## config.mk

```make
export PLATFORM = sky130hd
export DESIGN_NAME = sat_counter
export DESIGN_NICKNAME = d
export VERILOG_FILES = /design/src/rtl/gate_response_checker_sat_counter.sv
export SDC_FILE = /design/constraint.sdc
export NUM_CORES = 1
export LEC_CHECK = 0
export BUFFER_PORTS_ARGS = -buffer_cell sky130_fd_sc_hd__buf_4
export CAP_MARGIN = 20
export CORE_AREA = 2 2 39 41
export DETAILED_ROUTE_END_ITERATION = 8
export DIE_AREA = 0 0 41 43
export RECOVER_POWER = 25
export SYNTH_ARGS = -nofsm -noshare
export SYNTH_HDL_FRONTEND = slang
export SYNTH_SLANG_ARGS = --single-unit
```

## constraint.sdc

```tcl
create_clock -name clk -period 1.44 [get_ports clk]
set_clock_uncertainty 0.05 [all_clocks]
set_input_delay 0.288 -clock clk [delete_from_list [all_inputs] [get_ports clk]]
set_output_delay 0.288 -clock clk [all_outputs]
set_load 0.02 [all_outputs]
```

## src/rtl/gate_response_checker_sat_counter.sv

```systemverilog
// Saturating up-counter with synchronous reset and clear.
// Clear and reset take priority over increment.
module sat_counter #(
  parameter int WIDTH = 8
) (
  input  logic             clk,
  input  logic             rst,
  input  logic             inc,
  input  logic             clr,
  output logic [WIDTH-1:0] q
);

  always_ff @(posedge clk) begin
    if (rst || clr) begin
      q <= '0;
    end else if (inc && (q != '1)) begin
      q <= q + 1'b1;
    end
  end

endmodule

```

==> metrics.md <==
| Metric | Value |
|---|---|
| Run status | `finished, final reports clean` |
| GRT overflow | `0` |
| Hpwl dp | `699 um` |
| IO Count | `12` |
| Syn Nets | `53` |
| Area grow syn2layout | `38.3%` |
| # port buffers | `11` |
| Post-CTS Hold Fix Bufs | `0` |
| Slew @ Worst Pin | `0.268 ns` |
| Setup bufs post-CTS | `0` |
| Final Util | `0.421` |
| Sequential cell area | `163 um^2` |
| GP Congestion | `0.750` |
| Remaining DRCs | `0` |
| Overall power | `0.446 mW` |
| Post-synth cell types | `23` |
| Max FO, Critical Path | `5` |
| Fillers | `146` |
| Crit path time final | `1.36 ns` |
| Die Wd | `41 um` |
| Cts repair resizes | `0` |
| Clock sinks | `8` |
| Max_cap viols | `0` |
| Footprint of the multi-input gates | `265 um^2` |
| HP Class | `in -> reg` |
| Share of layout cells above drive strength 1 | `0.369` |
| Setup CP Type | `reg -> reg` |
| Die Y | `43 um` |
| H-tree levels | `1` |
| Die ar. | `1760 um^2` |
| CTS tree | `built` |
| Core area | `1380 um^2` |
| Setup TNS | `0 ns` |
| Skew-Pair Late Insertion Delay | `0.26 ns` |
| Post-synth EDFFs | `0` |
| Row count | `14` |
| Vias after detailed routing | `432` |
| Biggest regs | `q (8)` |
| Total Routing Usage GR | `0.148` |
| Mean Syn Cell Area | `8.78 um^2` |
| Drt wl/cell | `12.5 um` |
| Mapped cell area | `422 um^2` |
| Most frequent cells in the layout | `14 x buf_4, 7 x nand2_1, 6 x dfxtp_1` |
| Starting DRT DRC Count | `16` |
| ANT cells | `0` |
| Pin count of the biggest net entering global routing | `9` |
| Post-synth ARST share | `0` |
| Critical Path Source Type | `flip-flop` |
| Yosys synthesis warning count | `0` |
| Initial Util | `0.305` |
| PwrDens | `765 nW/um^2` |
| Rel. slew slack | `0.819` |
| Ys flop type | `dfxtp_1` |
| Most flops, register | `q` |
| CTS Buffer Depth | `2` |
| Post-Syn Instances | `48` |
| Post-synthesis sequential area ratio | `0.380` |
| Critical Path RT | `1.54 ns` |
| CP arrival | `1.47 ns` |
| TritonRoute pass-1 iters | `4` |
| Yosys top cell by area | `dfxtp_1` |
| Fin nets | `72` |
| Commonest non-fill, non-tap cell in the layout | `buf_4` |
| Via density | `5.33` |
| Top-area cell type share of the netlist area | `0.380` |
| Root buffer cell | `clkbuf_4` |
| Initial antenna violation count | `0` |
| CTS clk-pin slew, worst paths | `0.06 ns` |
| WHS | `0.173 ns` |
| Peak supply drop | `0.247 mV` |
| Unrepaired setup endpoints after global routing | `false` |
| Final Hold Fails | `0` |
| Placed Instances | `78` |
| Crit end category | `flip-flop` |
| Synth top area cells | `dfxtp_1 38%, mux2i_1 9.5%, nand2_1 6.2%` |
| Tcrit/Tclk final | `0.948` |
| FF+latch count, synth | `8` |
| Max Clock Freq | `733 MHz` |
| Routed Antenna Nets | `0` |
| Max FFs per register | `8` |
| Slew Viols, Final | `0` |
| Final setup fails | `0` |
| Leak | `0.245 nW` |
| DRT Wirelength | `1.02 mm` |
| First-pass GRT wire length | `1.68 mm` |
| CTS Buf Count | `3` |
| Layout Cells excl Fill | `81` |
| Number of global-route vias before repair | `409` |
-- critical path: stages, from the launching register on --
cell and delay (ns):
dfxtp_2 0.37, ha_4 0.16, nand3_1 0.10, or4_1 0.40
and3_1 0.18
-- stage by stage --
stage          instance area, um^2  setup slack [ns]
2_1_floorplan                  427           0.00128
3_3_place_gp                   554            0.0615
3_5_place_dp                   554            0.0352
4_1_cts                        577            0.0295
5_1_grt                        583           0.00516
6_report                       583            0.0755
-- cell type report --
type,count,share of cell area
multi-input combinational,38,0.455
clock buffer,3,0.0386
inverter,1,0.00644
sequential,8,0.279
timing repair buffer,15,0.187
tap,16,0.0343
-- final timing paths --
check / startpoint / end / slack [ns] / depth (start not counted)
max: q[0] / q[6] / 0.08 / 4
min: rst / q[2] / 0.17 / 2
max reg2reg: q[0] / q[6] / 0.08 / 4
min reg2reg: q[1] / q[1] / 0.44 / 2
-- cell usage after synthesis (2+ instances only) --
library cell / count
and3_1: 2
or3_1: 2
nand4_1: 2
and3b_1: 2
nand2_1: 7
nand3_1: 2
dfxtp_1: 8
a21oi_1: 5
mux2i_1: 4
-- metal layers --
metal / wire, um / track usage
met4: 23 / 0.140
met5: 0 / 0
met1: 451 / 0.171
met3: 37 / 0.0314
met2: 503 / 0.209
-- report_power, final --
part / switching [mW] / total [mW] / internal [mW]
Clock: 0.0886 / 0.185 / 0.0963
Sequential: 0.00281 / 0.226 / 0.224
Combinational: 0.0163 / 0.0346 / 0.0183
Total: 0.108 / 0.446 / 0.338
-- cells by family after synthesis --
logic type | count (synthesis) | share of synthesized area
AOI/OAI and AO/OA | 9 | 0.136
muxes | 4 | 0.0950
adders and majority gates | 1 | 0.0297
buffers and inverters | 2 | 0.0208
and+or+nand+nor | 24 | 0.338
DFF | 8 | 0.380
(Power assumes the default switching activity.)
